### src/rtl/shadow_reg_ctrl.sv
// -----------------------------------------------------------------------------
// shadow_reg_ctrl
//
// Two-phase shadowed control register for crypto-core control fields.
// Software must write the same value twice in a row to commit it. The
// committed value is stored as a true copy plus an inverted shadow copy, and
// any divergence between the two raises a sticky storage fault. A hardware
// write path (de_i) bypasses the two-phase protocol. A staged first write
// expires after TIMEOUT idle cycles.
//
// Optional feature: define SHADOW_REG_ERR_INJECT_EN to add inject_i, which
// flips shadow[0] so the storage-fault path can be exercised.
//
// Parameters:
//   WIDTH    data width in bits (1..64)
//   RESVAL   reset value of the committed register
//   TIMEOUT  cycles allowed between first and second write (0 = no timeout)
//
// Ports:
//   clk_i          clock, rising edge
//   rst_i          asynchronous active-high reset
//   we_i, wd_i     software write strobe / data
//   re_i           software read strobe; aborts a pending staged phase
//   de_i, d_i      hardware write enable / data (wins over everything)
//   inject_i       (SHADOW_REG_ERR_INJECT_EN only) flip shadow[0]
//   q_o, qs_o      committed value / software read-back (identical)
//   phase_o        1 = first write staged, awaiting confirmation
//   err_update_o   one-cycle pulse on a second-write mismatch
//   err_timeout_o  one-cycle pulse when the staged phase expires
//   err_storage_o  sticky: committed != ~shadow was observed
// -----------------------------------------------------------------------------
module shadow_reg_ctrl #(
  parameter int               WIDTH   = 32,
  parameter logic [WIDTH-1:0] RESVAL  = '0,
  parameter int               TIMEOUT = 16
) (
  input  logic             clk_i,
  input  logic             rst_i,
  input  logic             we_i,
  input  logic [WIDTH-1:0] wd_i,
  input  logic             re_i,
  input  logic             de_i,
  input  logic [WIDTH-1:0] d_i,
`ifdef SHADOW_REG_ERR_INJECT_EN
  input  logic             inject_i,
`endif
  output logic [WIDTH-1:0] q_o,
  output logic [WIDTH-1:0] qs_o,
  output logic             phase_o,
  output logic             err_update_o,
  output logic             err_timeout_o,
  output logic             err_storage_o
);

  // Counter is kept at least one bit wide so TIMEOUT = 0 still elaborates.
  localparam int             CW      = (TIMEOUT > 0) ? $clog2(TIMEOUT + 1) : 1;
  localparam bit             TO_EN   = (TIMEOUT != 0);
  localparam logic [CW-1:0]  TO_LAST = CW'((TIMEOUT > 0) ? TIMEOUT - 1 : 0);

  typedef enum logic {
    IDLE   = 1'b0,
    STAGED = 1'b1
  } state_e;

  state_e           state_q, state_d;
  logic [CW-1:0]    cnt_q, cnt_d;
  logic [WIDTH-1:0] staged_q, staged_d;
  logic [WIDTH-1:0] committed_q, committed_d;
  logic [WIDTH-1:0] shadow_q, shadow_d;
  logic             err_update_q, err_update_d;
  logic             err_timeout_q, err_timeout_d;
  logic             err_storage_q, err_storage_d;
  logic             commit;

  // Next-state and datapath decode.
  always_comb begin
    // NOTE: every signal gets a default before any branch, so no path can
    // leave a variable unassigned and infer a latch.
    state_d       = state_q;
    cnt_d         = cnt_q;
    staged_d      = staged_q;
    committed_d   = committed_q;
    shadow_d      = shadow_q;
    err_update_d  = 1'b0;
    err_timeout_d = 1'b0;
    commit        = 1'b0;

    if (de_i) begin
      // Hardware write wins; any concurrent software write is dropped silently.
      committed_d = d_i;
      shadow_d    = ~d_i;
      cnt_d       = '0;
      state_d     = IDLE;
    end else begin
      unique case (state_q)
        IDLE: begin
          if (we_i) begin
            // Staged value is held inverted so it never looks like q.
            staged_d = ~wd_i;
            cnt_d    = '0;
            state_d  = STAGED;
          end
        end
        STAGED: begin
          if (we_i) begin
            // A write (even alongside re_i or on the expiry cycle) is processed.
            state_d = IDLE;
            if (wd_i == ~staged_q) begin
              commit      = 1'b1;
              committed_d = wd_i;
              shadow_d    = ~wd_i;
            end else begin
              err_update_d = 1'b1;
            end
          end else if (re_i) begin
            state_d = IDLE;
          end else if (TO_EN && (cnt_q == TO_LAST)) begin
            err_timeout_d = 1'b1;
            state_d       = IDLE;
          end else if (TO_EN) begin
            cnt_d = cnt_q + CW'(1);
          end
        end
        default: state_d = IDLE;
      endcase
    end

`ifdef SHADOW_REG_ERR_INJECT_EN
    // Fault injection yields to any real update of the shadow copy.
    if (inject_i && !de_i && !commit) begin
      shadow_d[0] = ~shadow_q[0];
    end
`endif

    // Continuous bitwise integrity check; sticky until reset.
    err_storage_d = err_storage_q | (committed_q != ~shadow_q);
  end

  // State register.
  always_ff @(posedge clk_i or posedge rst_i) begin
    // NOTE: these are individual flops, not a RAM, so every one of them is
    // reset; all sequential assignments are non-blocking to avoid races.
    if (rst_i) begin
      state_q       <= IDLE;
      cnt_q         <= '0;
      staged_q      <= '0;
      committed_q   <= RESVAL;
      shadow_q      <= ~RESVAL;
      err_update_q  <= 1'b0;
      err_timeout_q <= 1'b0;
      err_storage_q <= 1'b0;
    end else begin
      state_q       <= state_d;
      cnt_q         <= cnt_d;
      staged_q      <= staged_d;
      committed_q   <= committed_d;
      shadow_q      <= shadow_d;
      err_update_q  <= err_update_d;
      err_timeout_q <= err_timeout_d;
      err_storage_q <= err_storage_d;
    end
  end

  // The staged register never reaches the outputs.
  assign q_o           = committed_q;
  assign qs_o          = committed_q;
  assign phase_o       = (state_q == STAGED);
  assign err_update_o  = err_update_q;
  assign err_timeout_o = err_timeout_q;
  assign err_storage_o = err_storage_q;

endmodule

### config.mk
export PLATFORM = sky130hd
export DESIGN_NAME = shadow_reg_ctrl
export DESIGN_NICKNAME = d
export VERILOG_FILES = /design/src/rtl/shadow_reg_ctrl.sv
export SDC_FILE = /design/constraint.sdc
export NUM_CORES = 1
export LEC_CHECK = 0
export ABC_AREA = 1
export CAP_MARGIN = 25
export CORE_ASPECT_RATIO = 1.25
export CORE_UTILIZATION = 23
export CTS_CLUSTER_SIZE = 25
export DETAILED_ROUTE_END_ITERATION = 6
export GPL_TIMING_DRIVEN = 0
export HOLD_SLACK_MARGIN = 0.03
export PLACE_DENSITY = 0.44
export SETUP_SLACK_MARGIN = 0.02
export SLEW_MARGIN = 25
export SYNTH_ARGS = -nofsm -noshare
export SYNTH_HDL_FRONTEND = slang
export SYNTH_SLANG_ARGS = --single-unit
### constraint.sdc
create_clock -name clk_i -period 3.4 [get_ports clk_i]
set_input_delay 0.34 -clock clk_i [delete_from_list [all_inputs] [get_ports clk_i]]
set_output_delay 0.34 -clock clk_i [all_outputs]
set_load 0.01 [all_outputs]
Word-level counts from Yosys, hierarchy flattened --
Index checks and enable logic that the tools add are counted.
Storage, ports and cells: register bits after elaboration 105, input bits 69, word-level logic and storage cells 58
Operators by class: $add $sub $neg 1, equality and inequality tests 7, mux-type cells 29, bitwise operators 7, reduce and logical (&&, ||, !) cells 6
Operators with widths (count):
- $mux 32 | 8
- $not 32->32 | 4
- $eq 32x32->1 | 1
- $ne 32x32->1 | 1
- $mux 5 | 5
- $mux 1 | 14
- $ne 3x3->1 const B | 4
- $pmux 5 s2 | 1
- $reduce_and 3->1 | 2
- $reduce_bool 2->1 | 3
- $add 5x1->5 const B | 1
- $eq 5x4->1 const B | 1
- $reduce_and 4->1 | 1
- $not 1->1 | 2
- $pmux 1 s2 | 1
- $or 1x1->1 | 1

Logic depth before layout (Yosys ltp) --
depth after elaboration 6, gate-level depth with buffers 13, depth with buffers taken out 11

Worst setup path after synthesis --
No wires, ideal clock.
kind reg2reg, from reg cnt_q[0], to reg cnt_q[0], library setup time 144 ps, arrival 1484 ps, setup slack 1772 ps, stages on the path, launching flop included 11, period minus slack after synthesis 1628 ps, path through dfrtp_1 -> ha_1 -> nand2_1 -> nor2_1 -> ha_1 -> inv_1 -> nand2_1 -> nand2_1 -> inv_1 -> o21ai_0 -> mux2i_1
On the way: word-level cells in the longest chain between the ends 6, elaborated cells between the ends (all ways) 9, those cells by class 1 x add/sub; 2 x eq/ne; 5 x mux; 1 x reduce/logical
Ends and longest elaborated chain:
- from (decl) | RTL line 66 | logic [CW-1:0] cnt_q, cnt_d;
- from (signal assigned) | RTL line 154 | cnt_q <= cnt_d;
- $add 5x1->5 | RTL line 121 | cnt_d = cnt_q + CW'(1);
- $mux 5 | RTL line 117 | end else if (TO_EN && (cnt_q == TO_LAST)) begin
- $mux 5 | RTL line 115 | end else if (re_i) begin
- $mux 5 | RTL line 105 | if (we_i) begin
- $pmux 5 s2 | RTL line 95 | unique case (state_q)
- $mux 5 | RTL line 88 | if (de_i) begin
Parallel ways exist; a longest one is shown, timed or not. The select of a mux whose other input is x is not followed. A chain may end at the register's enable or synchronous reset.

Final worst setup path --
from in we_i, to reg shadow_q[21]
On the way: word-level cells in the longest chain between the ends 2
Ends and longest elaborated chain:
- from (decl) | RTL line 39 | input logic we_i,
- $reduce_bool 2->1 (no line)
- $reduce_and 3->1 (no line)
- to (signal assigned) | RTL line 148 | shadow_q <= ~RESVAL;
- to (signal assigned) | RTL line 157 | shadow_q <= shadow_d;
- to (decl) | RTL line 69 | logic [WIDTH-1:0] shadow_q, shadow_d;
Every way passes these cells.

==> impl_metrics.py <==
metrics = {
    "critical_path": {
        "timing.critical_path.required_ns": 3.70,
        "critical_path.startpoint": "we_i",
        "critPathTopFamily": "buffers and inverters",
        "critical-path-slowest-cell": "sky130_fd_sc_hd__clkdlybuf4s50_1",
        "reg2reg_from": "cnt_q[0]$_DFFE_PP0P_",
        "timing.critical_path.fanout_max": 10,
        "setup.worst_path.end_class": "flop",
        "critical_path_arrival_ns": 2.23,
        "worstRegToRegCells": 10,
        "worst_r2r_endpoint": "cnt_q[0]$_DFFE_PP0P_",
        "worst_path_largest_cell_delay_ns": 0.52,
        "crit_buf_inv": 4,
        "start_kind": "primary input",
        "timing.setup.critical_path_class": "primary input to flop",
        "crit_path_cell_trace": "clkdlybuf4s50_1 -> inv_1 -> o21ai_0 -> buf_2 -> clkbuf_1 -> nand3_1 -> nand2_1",
        "r2r_setup_slack_ns": 1.53,
    },
    "die": {
        "io_pins": 137,
        "fp.dieArea_mm2": 0.0279,
        "floorplan.die.height_um": 186,
        "chipWidth_um": 149,
        "row_count": 67,
        "core_area_mm2": 0.0267,
        "initial_utilization_pct": 23.4,
    },
    "placed_design": {
        "routabilityCongestion": 0.821,
        "dp.final_hpwl_um": 16800,
        "placed_cell_area_mm2": 0.00807,
        "port-buffer-count": 135,
        "detailedPlace.worstSlack_ns": 1.09,
    },
    "timing": {
        "number_of_pins_with_negative_max_slew_slack_in_the_final_report": 0,
        "max_transition_margin_pct": 60.7,
        "max_slew.worst_pin.slew_ns": 0.590,
        "report.final.setup_viol": 0,
        "final.min_clock_period_ns": 1.93,
        "timing.final.hold_violations": 0,
        "timing.final.ws_setup_ns": 1.47,
        "fin_worst_hold_slack_ns": 0.318,
        "finalClockSkew_ns": 0.0128,
        "grt_setup_unrepaired": "false",
        "clock.fmax_ghz": 0.519,
        "setup_total_negative_slack_ns": 0,
        "min_period_over_period_pct": 56.7,
    },
    "cells_and_area": {
        "layout.cell_area.non_filler_mm2": 0.00837,
        "core_utilization_of_the_finished_layout_pct": 31.3,
        "layout-area-overhead-vs-synth_pct": 33.9,
        "nNetsFinal": 1053,
        "layout.filler_cells": 2864,
        "drive_above_1_share_pct": 16.5,
        "count_of_antenna_diodes_in_the_layout": 0,
    },
    "drt": {
        "avgViaCountPerCell": 4.30,
        "drcViolationCount": 0,
        "drt_iter0_markers": 314,
        "dr.pass1.iters": 5,
        "vias": 5732,
        "totalWireLength_um": 21300,
        "wl_per_cell_um": 16.0,
        "drtAntennaViolNets": 0,
    },
    "logic_synthesis": {
        "syn-cell-area_mm2": 0.00625,
        "synthesized_instance_count": 835,
        "yosys.cell_types.count": 30,
        "synth_seq_area_share_pct": 42.7,
        "synthFlopType": "sky130_fd_sc_hd__dfrtp_1",
        "postSynthAreaPerCell_um2": 7.49,
        "total_of_flip_flops_plus_latches_after_synthesis": 105,
        "ys_top_cells_by_area": "sky130_fd_sc_hd__dfrtp_1, sky130_fd_sc_hd__dfstp_2, sky130_fd_sc_hd__nand2_1, sky130_fd_sc_hd__nand3_1, sky130_fd_sc_hd__o21ai_0",
        "synth_top_area_cell": "sky130_fd_sc_hd__dfrtp_1",
        "syn_nets": 906,
        "ys.warnings.count": 0,
        "synth-edff-count": 0,
        "area_fraction_of_the_dominant_cell_type_after_synthesis_pct": 29.2,
        "synth_async_sr_flop_share_pct": 100,
    },
    "hold_path": {
        "hold_class": "primary input to asynchronous set/reset pin",
    },
    "power_and_ir_drop": {
        "power_report.internal_total_mw": 2.43,
        "vdd_drop_max_mv": 0.253,
        "power.clock.fraction_pct": 31.3,
        "power_frac_comb_pct": 25.1,
        "power.share.switching_pct": 31.8,
        "leakage_power_nw": 3.98,
        "seqPwrFrac_pct": 43.7,
        "power-per-cell-area_mw_per_mm2": 426,
        "switching_power_mw": 1.14,
    },
    "grt": {
        "grt.met3_usage_pct": 2.10,
        "gr-usage-met1_pct": 19.8,
        "gr-max-usage-layer": "met2",
        "global_route.usage.met2_pct": 28.6,
        "grt_max_degree": 82,
        "grt_overflow": 0,
        "grt_total_usage_pct": 16.0,
        "antenna_found_initial": 0,
        "grt_first_pass_wirelength_um": 33400,
        "first_global_vias": 5631,
    },
    "clocking": {
        "cts_num_sinks": 105,
        "tritoncts": "built",
        "cts_max_level": 3,
        "clk_pin_slew_worst_paths_ns": 0.08,
        "cts-root-to-sink-buffers": 2,
        "cts_root_buffer_type": "sky130_fd_sc_hd__clkbuf_16",
        "hold_buffers_post_cts": 0,
        "clock_insertion_delay_worst_skew_ns": 0.36,
        "cts.repair_timing.setup_buffer_count": 0,
        "post_cts_resized": 0,
        "cts_inserted_buffers": 9,
    },
    "status": {
        "status": "finished clean",
    },
    "flow_run": {
        "timing.max_cap.violations": 0,
    },
}
[state kept, by name, indices dropped and copies added (netlist names)]
| name | cells |
|---|---|
| shadow_q | 32 |
| q_o | 32 |
| err_update_o | 1 |
| phase_o | 1 |
| err_timeout_o | 1 |
| err_storage_o | 1 |
| staged_q | 32 |
| cnt_q | 5 |
[power by group through the flow]
stage	combinational, mW	sequential [mW]	clock [mW]
after floorplan	0.487	1.55	0
after global placement	0.899	1.58	0
after detailed placement	0.909	1.58	0
after CTS	0.912	1.56	1.15
after global routing	1.00	1.58	1.19
final	0.895	1.56	1.12
[worst max-delay path by stage]
| stage | to | slack (ns) | cells after the start |
|---|---|---|---|
| floorplan | cnt_q[0]$_DFFE_PP0P_ | 0.35 | 1 |
| global placement | q_o[14]$_DFFE_PP0P_ | -1.80 | 2 |
| detailed placement | shadow_q[21]$_DFFE_PP1P_ | 1.09 | 7 |
| CTS | qs_o[11] | 1.45 | 2 |
| global route | shadow_q[10]$_DFFE_PP1P_ | 1.28 | 12 |
| finish | shadow_q[21]$_DFFE_PP1P_ | 1.47 | 7 |
[cell families after synthesis]
group / synth area share, %
buffers and inverters: 14.0
multiplexers: 0.160
adder cells (fa/ha/maj): 0.400
AND/OR/NAND/NOR: 33.2
flip-flops: 42.7
AO/OA/AOI/OAI: 7.84
XOR/XNOR: 1.68
[routing by layer]
metal	up-vias	wire length, um
met1	2676	9200
met4	0	358
li1	2917	-
met3	17	608
met2	122	11200
met5	-	0
[through the flow]
step / std cells / total power, mW
finish: 1332 / 3.57
global route: 1332 / 3.78
CTS: 1332 / 3.62
global placement: 1315 / 2.48
floorplan: 835 / 2.04
detailed placement: 1316 / 2.49
[cells in the final DEF (no fill, tap or decap), types with 9 or more instances in the layout]
| cell type | n |
|---|---|
| sky130_fd_sc_hd__buf_2 | 10 |
| sky130_fd_sc_hd__clkbuf_1 | 14 |
| sky130_fd_sc_hd__buf_4 | 36 |
| sky130_fd_sc_hd__nand3_2 | 17 |
| sky130_fd_sc_hd__nand2_1 | 211 |
| sky130_fd_sc_hd__nand3_1 | 116 |
| sky130_fd_sc_hd__or2_2 | 30 |
| sky130_fd_sc_hd__dfrtp_1 | 73 |
| sky130_fd_sc_hd__clkdlybuf4s50_1 | 135 |
| sky130_fd_sc_hd__nor2_1 | 64 |
| sky130_fd_sc_hd__inv_1 | 95 |
| sky130_fd_sc_hd__clkbuf_16 | 9 |
| sky130_fd_sc_hd__dfstp_2 | 32 |
| sky130_fd_sc_hd__buf_6 | 10 |
| sky130_fd_sc_hd__o21ai_0 | 77 |
[layout make-up]
type                    count  area (um^2)  share of cell area (%)
plain buffers              72          515                    6.16
flip-flops and latches    105         2670                    31.9
clock inverters             7         75.1                   0.897
multi-input cells         562         2710                    32.4
clock buffers               9          225                    2.69
repair buffers            136         1380                    16.5
well taps                 345          432                    5.16
inverters                  96          368                    4.39
[synth_stat cells, types with 3 or more instances]
cell type and instances:
sky130_fd_sc_hd__a21oi_1 3, sky130_fd_sc_hd__buf_2 10, sky130_fd_sc_hd__buf_4 36, sky130_fd_sc_hd__buf_6 10
sky130_fd_sc_hd__clkbuf_1 14, sky130_fd_sc_hd__dfrtp_1 73, sky130_fd_sc_hd__dfstp_2 32, sky130_fd_sc_hd__inv_1 96
sky130_fd_sc_hd__nand2_1 211, sky130_fd_sc_hd__nand3_1 116, sky130_fd_sc_hd__nand3_2 17, sky130_fd_sc_hd__nor2_1 64
sky130_fd_sc_hd__nor2_2 6, sky130_fd_sc_hd__nor3_1 3, sky130_fd_sc_hd__nor4_1 3, sky130_fd_sc_hd__o21ai_0 77
sky130_fd_sc_hd__o22ai_1 7, sky130_fd_sc_hd__or2_2 30, sky130_fd_sc_hd__xnor2_1 4, sky130_fd_sc_hd__xor2_1 8
(Power assumes the default switching activity.)
